File: config.mk
export PLATFORM = sky130hd
export DESIGN_NAME = block_spi_master
export DESIGN_NICKNAME = d
export VERILOG_FILES = /design/src/rtl/block_spi_master_pkg.sv /design/src/rtl/block_spi_master_tick.sv /design/src/rtl/block_spi_master.sv
export SDC_FILE = /design/constraint.sdc
export NUM_CORES = 1
export LEC_CHECK = 0
export ABC_AREA = 0
export CELL_PAD_IN_SITES_DETAIL_PLACEMENT = 1
export CELL_PAD_IN_SITES_GLOBAL_PLACEMENT = 1
export CORE_ASPECT_RATIO = 2
export CORE_MARGIN = 2
export CORE_UTILIZATION = 40
export DETAILED_ROUTE_END_ITERATION = 8
export HOLD_SLACK_MARGIN = 0.15
export PLACE_DENSITY_LB_ADDON = 0.1
export SETUP_SLACK_MARGIN = 0.1
export SYNTH_ARGS = -nofsm -noshare
export SYNTH_HDL_FRONTEND = slang
export SYNTH_SLANG_ARGS = --single-unit
File: constraint.sdc
create_clock -name clk -period 2.39 [get_ports clk]
set_input_delay 0.239 -clock clk [delete_from_list [all_inputs] [get_ports clk]]
set_output_delay 0.239 -clock clk [all_outputs]
set_load 0.02 [all_outputs]
File: src/rtl/block_spi_master_pkg.sv
// Shared definitions for the SPI master: FSM state encodings and frame width.
package block_spi_master_pkg;

    localparam int SPI_BITS = 8;

    typedef enum logic [2:0] {
        ST_IDLE     = 3'd0,
        ST_SETUP    = 3'd1,
        ST_SCK_HIGH = 3'd2,
        ST_SCK_LOW  = 3'd3,
        ST_HELD     = 3'd4,
        ST_GUARD    = 3'd5
    } spi_state_t;

endpackage

File: src/rtl/block_spi_master_tick.sv
// Half-period timer: counts 0..CLK_DIV-1 and wraps, tick is high on the last count.
module block_spi_master_tick #(
    parameter int CLK_DIV = 4
) (
    input  logic clk,
    input  logic rst,
    input  logic clr,
    output logic tick
);

    localparam int CW = (CLK_DIV > 1) ? $clog2(CLK_DIV) : 1;
    localparam logic [CW-1:0] LAST = CW'(CLK_DIV - 1);

    logic [CW-1:0] cnt;

    always_ff @(posedge clk) begin
        if (rst || clr) begin
            cnt <= '0;
        end else if (cnt == LAST) begin
            cnt <= '0;
        end else begin
            cnt <= cnt + CW'(1);
        end
    end

    // With CLK_DIV=1 the counter sits at 0 and tick stays high every cycle.
    assign tick = (cnt == LAST);

endmodule

File: src/rtl/block_spi_master.sv
// SPI mode-0 master: one byte per start, MSB first, optional chip-select hold between bytes.
module block_spi_master
    import block_spi_master_pkg::*;
#(
    parameter int CLK_DIV = 4
) (
    input  logic       clk,
    input  logic       rst,
    input  logic       start,
    input  logic [7:0] data_in,
    input  logic       hold_cs,
    input  logic       release_cs,
    output logic [7:0] data_out,
    output logic       data_ready,
    output logic       busy,
    output logic       SPI_SCK,
    output logic       SPI_CS,
    output logic       SPI_MOSI,
    input  logic       SPI_MISO
);

    localparam logic [2:0] LAST_BIT = 3'(SPI_BITS - 1);

    spi_state_t state, state_nxt;
    logic [2:0] bit_cnt, bit_cnt_nxt;
    logic [7:0] tx_sh, tx_sh_nxt;
    logic [7:0] rx_sh, rx_sh_nxt;
    logic [7:0] data_out_nxt;
    logic       hold_q, hold_q_nxt;
    logic       sck_nxt, cs_nxt, mosi_nxt, busy_nxt, ready_nxt;
    logic       tick, tick_clr, accept;

    block_spi_master_tick #(.CLK_DIV(CLK_DIV)) u_tick (
        .clk  (clk),
        .rst  (rst),
        .clr  (tick_clr),
        .tick (tick)
    );

    always_ff @(posedge clk) begin
        if (rst) begin
            state      <= ST_IDLE;
            bit_cnt    <= '0;
            tx_sh      <= '0;
            rx_sh      <= '0;
            hold_q     <= 1'b0;
            data_out   <= 8'h00;
            data_ready <= 1'b0;
            busy       <= 1'b0;
            SPI_SCK    <= 1'b0;
            SPI_CS     <= 1'b1;
            SPI_MOSI   <= 1'b0;
        end else begin
            state      <= state_nxt;
            bit_cnt    <= bit_cnt_nxt;
            tx_sh      <= tx_sh_nxt;
            rx_sh      <= rx_sh_nxt;
            hold_q     <= hold_q_nxt;
            data_out   <= data_out_nxt;
            data_ready <= ready_nxt;
            busy       <= busy_nxt;
            SPI_SCK    <= sck_nxt;
            SPI_CS     <= cs_nxt;
            SPI_MOSI   <= mosi_nxt;
        end
    end

    // A new byte may start from IDLE or from HELD; start outranks release in HELD.
    assign accept = start && !busy && (state == ST_IDLE || state == ST_HELD);

    always_comb begin
        state_nxt    = state;
        bit_cnt_nxt  = bit_cnt;
        tx_sh_nxt    = tx_sh;
        rx_sh_nxt    = rx_sh;
        hold_q_nxt   = hold_q;
        data_out_nxt = data_out;
        ready_nxt    = 1'b0;
        busy_nxt     = busy;
        sck_nxt      = SPI_SCK;
        cs_nxt       = SPI_CS;
        mosi_nxt     = SPI_MOSI;
        tick_clr     = 1'b0;

        if (accept) begin
            state_nxt   = ST_SETUP;
            bit_cnt_nxt = '0;
            tx_sh_nxt   = data_in;
            hold_q_nxt  = hold_cs;
            mosi_nxt    = data_in[7];
            cs_nxt      = 1'b0;
            sck_nxt     = 1'b0;
            busy_nxt    = 1'b1;
            tick_clr    = 1'b1;
        end else begin
            case (state)
                ST_SETUP, ST_SCK_LOW: begin
                    if (tick) begin
                        state_nxt = ST_SCK_HIGH;
                        sck_nxt   = 1'b1;
                        rx_sh_nxt = {rx_sh[6:0], SPI_MISO};
                    end
                end
                ST_SCK_HIGH: begin
                    if (tick) begin
                        sck_nxt = 1'b0;
                        if (bit_cnt == LAST_BIT) begin
                            data_out_nxt = rx_sh;
                            ready_nxt    = 1'b1;
                            mosi_nxt     = 1'b0;
                            if (hold_q) begin
                                state_nxt = ST_HELD;
                                busy_nxt  = 1'b0;
                            end else begin
                                state_nxt = ST_GUARD;
                                cs_nxt    = 1'b1;
                            end
                        end else begin
                            state_nxt   = ST_SCK_LOW;
                            bit_cnt_nxt = bit_cnt + 3'd1;
                            tx_sh_nxt   = {tx_sh[6:0], 1'b0};
                            mosi_nxt    = tx_sh[6];
                        end
                    end
                end
                ST_HELD: begin
                    if (release_cs) begin
                        state_nxt = ST_GUARD;
                        cs_nxt    = 1'b1;
                        busy_nxt  = 1'b1;
                        tick_clr  = 1'b1;
                    end
                end
                ST_GUARD: begin
                    if (tick) begin
                        state_nxt = ST_IDLE;
                        busy_nxt  = 1'b0;
                    end
                end
                default: ;
            endcase
        end
    end

endmodule

==> Word level (Yosys, flattened, before mapping) <==
Index checks and enable logic that the tools add are counted.
{ "word_totals": {"in_bits": 14, "regBits": 37, "elab_cells": 99} }
{ "classes": {"add_sub_neg": 2, "n_reduce_logical": 27, "bitwise_logic": 4, "n_eq_ne": 19, "mux": 34} }
{ "op_table": {"columns": ["op", "n"], "rows": [
  ["two-way mux 7 bit", 4],
  ["two-way mux 1 bit", 21],
  ["!= test 3 bit, second input constant", 7],
  ["two-way mux 3 bit", 5],
  ["AND reduction 5 bit", 3],
  ["one-hot mux 3 bit (4 select lines)", 1],
  ["AND reduction 3 bit", 4],
  ["!= test 2 bit, second input constant", 5],
  ["== test 3 bit, second input constant", 3],
  ["nonzero test 4 bit", 2],
  ["== test 3 x 2 -> 1 bit, second input constant", 2],
  ["AND reduction 6 bit", 1],
  ["nonzero test 2 bit", 3],
  ["OR reduction 2 bit", 3],
  ["nonzero test 5 bit", 1],
  ["inverter 1 bit", 4],
  ["one-hot mux 1 bit (2 select lines)", 2],
  ["AND reduction 4 bit", 1],
  ["OR reduction 4 bit", 1],
  ["adder 3 x 1 -> 3 bit, second input constant", 1],
  ["== test 3 x 1 -> 1 bit, second input constant", 1],
  ["logical NOT 3 bit", 1],
  ["one-hot mux 1 bit (3 select lines)", 1],
  ["nonzero test 3 bit", 1],
  ["6 further kinds", 8]
]} }

==> Depth between registers and ports, before layout <==
Gate-level depths: netlist (run 1).
{ "depth": {"depth_word": 6, "depth_mapped": 6} }

==> By module <==
A second synthesis (run 1) with hierarchy kept.
{ "unflattened": {"hier_cells": 181, "area_unflattened_um2": 1647.8} }
{ "modules_own_cells": {"columns": ["mod", "instances", "seq_area_each_um2", "cells_per_inst", "area_per_inst_um2"], "rows": [
  ["block_spi_master", 1, 700.7, 176, 1567.8],
  ["block_spi_master_tick", 1, 40.0, 5, 80.1]
]} }

==> Worst setup path before layout (run 1) <==
Ideal clock, no wire load.
{ "synth_timing": {"path_type": "register -> register", "startpoint": "register bit_cnt[0]", "endpoint": "register data_out[2]", "setup_ps": 134, "required_time_ps": 2256, "path_slack_ps": 1000, "arrival_ps": 1256, "path_buffers": 1, "stages_incl_launch_ff": 7, "path_cell_list": "dfxtp_1 -> ha_1 -> ha_1 -> clkinv_1 -> buf_2 -> o21ai_0 -> a21oi_1"} }
{ "synth_between": {"elab_chain_cells": 2} }
{ "synth_lines": {"columns": ["element", "line_no", "text"], "rows": [
  ["start: declaration", "block_spi_master.sv:25", "logic [2:0] bit_cnt, bit_cnt_nxt;"],
  ["start signal: assignment", "block_spi_master.sv:55", "bit_cnt <= bit_cnt_nxt;"],
  ["== test 3 bit", "block_spi_master.sv:107", "if (bit_cnt == LAST_BIT) begin"],
  ["AND reduction 4 bit (no source line)", null, null],
  ["end signal: assignment", "block_spi_master.sv:59", "data_out <= data_out_nxt;"],
  ["end: declaration", "block_spi_master.sv:13", "output logic [7:0] data_out,"]
]} }
Every way passes these cells.
A chain may end at the register's enable or synchronous reset.

==> Worst setup path in the final report (run 1) <==
{ "layout_timing": {"startpoint": "register u_tick.cnt[0]", "endpoint": "register tx_sh[3]"} }
{ "layout_between": {"elab_chain_cells": 3} }
{ "layout_lines": {"columns": ["element", "line_no", "text"], "rows": [
  ["start: declaration", "block_spi_master_tick.sv:14", "logic [CW-1:0] cnt;"],
  ["start signal: assignment", "block_spi_master_tick.sv:22", "cnt <= cnt + CW'(1);"],
  ["== test 2 bit", "block_spi_master_tick.sv:27", "assign tick = (cnt == LAST);"],
  ["nonzero test 2 bit (no source line)", null, null],
  ["AND reduction 3 bit (no source line)", null, null],
  ["end signal: assignment", "block_spi_master.sv:56", "tx_sh <= tx_sh_nxt;"],
  ["end: declaration", "block_spi_master.sv:26", "logic [7:0] tx_sh, tx_sh_nxt;"]
]} }
Every way passes these cells.

==> impl_metrics.csv, run 1 <==
group,metric,value,unit
drt,drt_iter0_markers,17,
clock_network,numCtsBuffers,5,
logic_synthesis,synth_area_leaders,"dfxtp_1 43%, o21ai_0 5.5%, a211oi_2 5.1%",
logic_synthesis,synth_seq_cells,37,
finish,fin_cells,261,
logic_synthesis,async_reset_ff_share,0,%
clock_network,root_buffer,"clkbuf_8",
drt,routed_wirelength,4.38,mm
floorplan,start_util,42.0,%
logic_synthesis,synth.distinct_cells,37,
floorplan,die-area,4910,sq um
floorplan,pin_count,27,
worst_setup_path,cp.required,2.60,ns
placed_design,dp_hpwl,3.05,mm
clock_network,clk_latency,0.28,ns
grt,grt_start_max_net_pins,24,
logic_synthesis,yosysTopAreaCellShare,42.7,%
sta,slew_viol_final,0,
finish,insertedDiodeCount,0,
logic_synthesis,yosys_warnings,0,
sta,fmax,534,MHz
clock_network,clk_pin_slew,0.07,ns
worst_setup_path,crit_path_start_kind,"flip-flop",
grt,grt_pass1_vias,1604,
worst_setup_path,worstPathCellList,"ha_1, nor4bb_2, buf_4, a31oi_1, a211oi_2",
sta,setup_viol,0,
drt,drtAntennaViolNets,0,
sta,fin_skew,0.00672,ns
logic_synthesis,synth_flop_cell,"dfxtp_1",
worst_setup_path,end_kind,"flip-flop",
clock_network,cts-resized-gates,0,
pwr,power.density,604,nW/um^2
clock_network,h-tree-depth,2,
placed_design,io_buffers,26,
sta,timing.final.crit_share,78.3,%
floorplan,row_count,33,
sta,min_period,1.87,ns
clock_network,post-cts-setup-buffer-count,0,
logic_synthesis,synth_common_cells,"37 x dfxtp_1, 19 x o21ai_0, 11 x a21oi_1, 11 x nand3_1, 10 x nor2_1",
clock_network,cts.sinks,37,
logic_synthesis,syn_avg_cell_area,9.32,sq um
finish,drive_gt1_share,17.2,%
finish,fill_cells,486,
logic_synthesis,yosysTopAreaCell,"dfxtp_1",
sta,hold_viol_final,0,
grt,grt-ovfl-total,0,
worst_setup_path,cpPeakStageDelay,0.42,ns
finish,final_nets,225,
worst_setup_path,worstSetupPathType,"reg2reg",
logic_synthesis,syn-instance-count,186,
floorplan,coreArea,4130,sq um
pwr,vdd_drop_max,0.571,mV
drt,remaining_drc_errors,0,
worst_setup_path,crit_buf_inv,1,
clock_network,cts.path.max_buffers,2,
worst_setup_path,arrival,2.08,ns
run_status,status,"complete, no violations",
drt,first_pass_iters,4,
logic_synthesis,yosysSeqAreaShare,42.7,%
grt,grt_antenna_before_repair,0,
sta,tns,0,ns
sta,tightest_slew,0.639,ns
placed_design,place_congestion,0.701,
worst_setup_path,cp_top_family,"simple AND/OR/NAND/NOR gates",
logic_synthesis,syn-num-nets,203,
min_path,min-delay-start,"u_tick.cnt[0]$_SDFF_PP0_",
finish,area_delta_synth_final,21.1,%
pwr,power.leakage,0.000759,uW
floorplan,die_y,97.1,um
drt,viasPerCell,5.61,
placed_design,numPlacedInstances,253,
grt,track_usage,19.5,%
drt,vias,1464,
logic_synthesis,synth_area,1730,sq um
sta,relSlewSlack,57.3,%
logic_synthesis,synth-edff-count,0,
run,cap_violations,0,
min_path,min_path_type,"reg2reg",
worst_setup_path,regToRegStartpoint,"u_tick.cnt[0]$_SDFF_PP0_",
worst_setup_path,crit_slowest_cell,"nor4bb_2",
logic_synthesis,yosysMostFrequentCell,"dfxtp_1",
clock_network,hold_buffers,0,
grt,grt_pass1_wl,7.48,mm
drt,avgRoutedWirePerCell,16.8,um
clock_network,cts_tree,"built",
worst_setup_path,cp-startpoint,"u_tick.cnt[0]$_SDFF_PP0_",
worst_setup_path,cp_max_fo,13,
floorplan,die-width,50.6,um
sta,rsz0062_at_grt,"false",
[power breakdown]
group	total, uW	switching, uW	internal, uW
Sequential	676	29.3	647
Combinational	177	90.5	86.9
Clock	415	208	207
[layer usage]
metal  share of wire (%)  vias up  wire, um  GRT usage (%)
met5                   0        -         0              0
met4                 1.6        0        68           7.69
met3                 2.8        5       122           3.54
met2                  57       26      2490           35.4
met1                  39      721      1700           21.5
li1                    -      712         -              -
[cells in the final DEF (no fill, tap or decap), types with 2 or more instances in the layout]
master and instances:
a211o_1 2, a211oi_2 7, a21oi_1 11, a21oi_2 6, a31oi_1 7, and3b_1 3
buf_4 7, clkbuf_1 3, clkbuf_8 5, clkdlybuf4s50_1 26, dfxtp_1 37, ha_1 3
mux2i_1 8, nand2_1 9, nand2b_1 4, nand3_1 11, nand3b_1 4, nor2_1 10
nor2_2 7, nor3b_1 2, nor4bb_1 2, o21ai_0 19
[state kept, by name, summed over array words and instances (netlist names)]
register	cells
SPI_CS	1
SPI_MOSI	1
SPI_SCK	1
bit_cnt	3
busy	1
data_out	8
data_ready	1
hold_q	1
rx_sh	8
state	3
tx_sh	7
u_tick.cnt	2
[final cells by class]
type / count / area [sq um] / area share [%]
Clock buffer: 8 / 80.1 / 3.81
Inverter: 1 / 3.75 / 0.179
Multi-Input combinational cell: 130 / 897 / 42.7
Sequential cell: 37 / 741 / 35.3
Tap cell: 52 / 65.1 / 3.10
Timing Repair Buffer: 33 / 313 / 14.9
[logic make-up after synthesis]
kind of cell / Yosys count / synth area share [%]
fa+ha+maj: 3 / 2.16
flops: 37 / 42.7
compound gates: 57 / 22.9
simple gates: 62 / 21.7
mux: 8 / 4.62
buf+inv: 19 / 5.92
[stage by stage]
stage                     hold slack [ns]  utilization, %  setup slack (ns)  instance area (sq um)  total power, uW
final                               0.428            50.8             0.519                   2100             1270
after global routing                0.461            50.8             0.313                   2100             1330
after CTS                           0.428            50.8             0.501                   2100             1290
after detailed placement            0.416            48.9             0.435                   2020              868
after global placement              0.407            48.9             0.477                   2020              856
after floorplan                     0.375               -              1.00                   1730              802
[path summary, 6_finish.rpt]
path	endpoint	slack [ns]	cells after the start
setup / recovery	tx_sh[3]$_SDFFE_PP0P_	0.52	5
hold / removal	u_tick.cnt[0]$_SDFF_PP0_	0.43	1
setup reg to reg	tx_sh[3]$_SDFFE_PP0P_	0.52	5
hold reg to reg	u_tick.cnt[0]$_SDFF_PP0_	0.43	1
(Power assumes the default switching activity.)
==> inputs of run 2 (changes only) <==
- clock period: 2.39 -> 1.86 ns (I/O delays scaled with it)
==> run 2 against run 1 <==
  * Cell count up 1.9%
  * Sequential cell count unchanged
  * Via count up 1.3%
  * Sequential share of layout area down 0.74 points
  * Critical endpoint is now busy
  * Highest routed layer unchanged
==> impl_metrics.csv, run 2 (same netlist as run 1, synthesis figures left out) <==
group,metric,value,unit
placed_design,pre_cts_slack,0.106,ns
clock_network,cts_tree,"built",
sta,tns,0,ns
sta,fmax,611,MHz
worst_setup_path,crit_path_start_kind,"flip-flop",
placed_design,place_congestion,0.739,
worst_setup_path,cpPeakStageDelay,0.67,ns
finish,multi_input_area,897,sq um
pwr,vdd_drop_max,0.527,mV
placed_design,io_buffers,26,
grt,track_usage,19.2,%
sta,relSlewSlack,70.8,%
floorplan,die-width,50.6,um
placed_design,dpl_cell_area,2050,sq um
sta,hold_viol_final,0,
grt,grt-ovfl-total,0,
clock_network,h-tree-depth,2,
clock_network,numCtsBuffers,5,
clock_network,clk_pin_slew,0.07,ns
drt,remaining_drc_errors,0,
drt,first_pass_iters,4,
finish,drive_gt1_share,20.6,%
worst_setup_path,arrival,1.45,ns
worst_setup_path,end_kind,"output pin",
sta,tightest_slew,0.432,ns
sta,min_period,1.64,ns
finish,layout_commonest_cell,"dfxtp_1",
sta,fin_skew,0.00389,ns
min_path,holdPathStages,1,
finish,ff_latch_area,741,sq um
floorplan,coreArea,4130,sq um
grt,grt_antenna_before_repair,0,
worst_setup_path,cp.required,1.67,ns
worst_setup_path,r2r_cells,6,
sta,slew_viol_final,0,
run,cap_violations,0,
clock_network,cts.path.max_buffers,2,
sta,rsz0062_at_grt,"false",
finish,area_delta_synth_final,23.7,%
drt,vias,1483,
floorplan,start_util,42.0,%
worst_setup_path,cp_max_fo,9,
drt,viasPerCell,5.58,
clock_network,cts.sinks,37,
floorplan,row_count,33,
drt,drtAntennaViolNets,0,
worst_setup_path,worstPathCellList,"clkdlybuf4s50_1",
run_status,status,"complete, no violations",
clock_network,root_buffer,"clkbuf_8",
sta,timing.hold.ws,0.433,ns
drt,routed_wirelength,4.28,mm
finish,final_nets,230,
worst_setup_path,cp_top_family,"buffers and inverters",
grt,grt_pass1_wl,7.51,mm
floorplan,die_y,97.1,um
finish,insertedDiodeCount,0,
drt,avgRoutedWirePerCell,16.1,um
floorplan,die-area,4910,sq um
placed_design,dp_hpwl,2.98,mm
finish,design_area,2140,sq um
sta,setup_viol,0,
drt,drt_iter0_markers,16,
sta,fin_ws,0.223,ns
floorplan,pin_count,27,
finish,reg_top3,"data_out x8, rx_sh x8, tx_sh x7",
clock_network,clk_latency,0.29,ns
worst_setup_path,crit_slowest_cell,"clkdlybuf4s50_1",
min_path,min_path_type,"reg2reg",
sta,timing.final.crit_share,88.0,%
pwr,power.leakage,0.000788,uW
worst_setup_path,cp.depth,1,
finish,final_cell_mix,"37 x dfxtp_1, 26 x clkdlybuf4s50_1, 19 x o21ai_0",
clock_network,hold_buffers,0,
pwr,finalPower,1640,uW
grt,grt_pass1_vias,1625,
finish,fill_cells,495,
pwr,power.density,766,nW/um^2
worst_setup_path,crit_buf_inv,1,
grt,grt_start_max_net_pins,24,
worst_setup_path,worstSetupPathType,"reg2out",
==> run 2: cell count changes in the layout (fill, tap and decap cells not counted) <==
cell	before	now
buf_4	7	11
buf_6	0	1
clkbuf_1	3	1
clkinv_1	1	0
clkinv_2	0	3
==> run 2: final timing paths <==
kind	from	end	slack, ns
min reg2reg	u_tick.cnt[0]$_SDFF_PP0_	u_tick.cnt[0]$_SDFF_PP0_	0.43
min	u_tick.cnt[0]$_SDFF_PP0_	u_tick.cnt[0]$_SDFF_PP0_	0.43
max reg2reg	bit_cnt[0]$_SDFFE_PP0P_	busy$_SDFFE_PP0P_	0.24
max	busy$_SDFFE_PP0P_	busy	0.22
==> run 2: layer usage <==
| metal | vias to the layer above | wire, um | global-route usage (%) |
|---|---|---|---|
| li1 | 725 | - | - |
| met1 | 732 | 1730 | 22.0 |
| met2 | 21 | 2390 | 35.3 |
| met3 | 5 | 92 | 2.31 |
| met4 | 0 | 62 | 6.44 |
| met5 | - | 0 | 0 |
==> run 2: stage by stage <==
step / std cells / util [%]
finish: 266 / 51.9
global route: 266 / 51.9
CTS: 265 / 51.7
detailed placement: 257 / 49.6
global placement: 257 / 49.6
floorplan: 186 / -
==> run 2: cell type report <==
cell class              count  area share (%)
repair buffers             38            16.5
inverters                   1           0.233
clock buffers               6            3.38
multi-input cells         130            41.8
flip-flops and latches     37            34.5
clock inverters             2           0.467
well taps                  52            3.03
==> run 2: worst register-to-register path, stage by stage (launching register included) <==
cell and delay, ns:
dfxtp_1 0.36, ha_1 0.18, ha_1 0.20, buf_4 0.27
and3b_1 0.22, and3b_1 0.17, o221ai_1 0.10
==> run 2: timing repair <==
action | CTS | global route
endpoints found under the setup margin | 1 | 4
hold endpoints to repair | 0 | 0
pin swaps | 0 | 1
resized for setup | 1 | 1
setup buffers | 0 | 1
==> run 2: report_power, final <==
part | switching (uW) | leakage [uW] | internal [uW]
Clock | 284 | 0.0000450 | 260
Combinational | 118 | 0.000442 | 120
Sequential | 31.0 | 0.000301 | 830
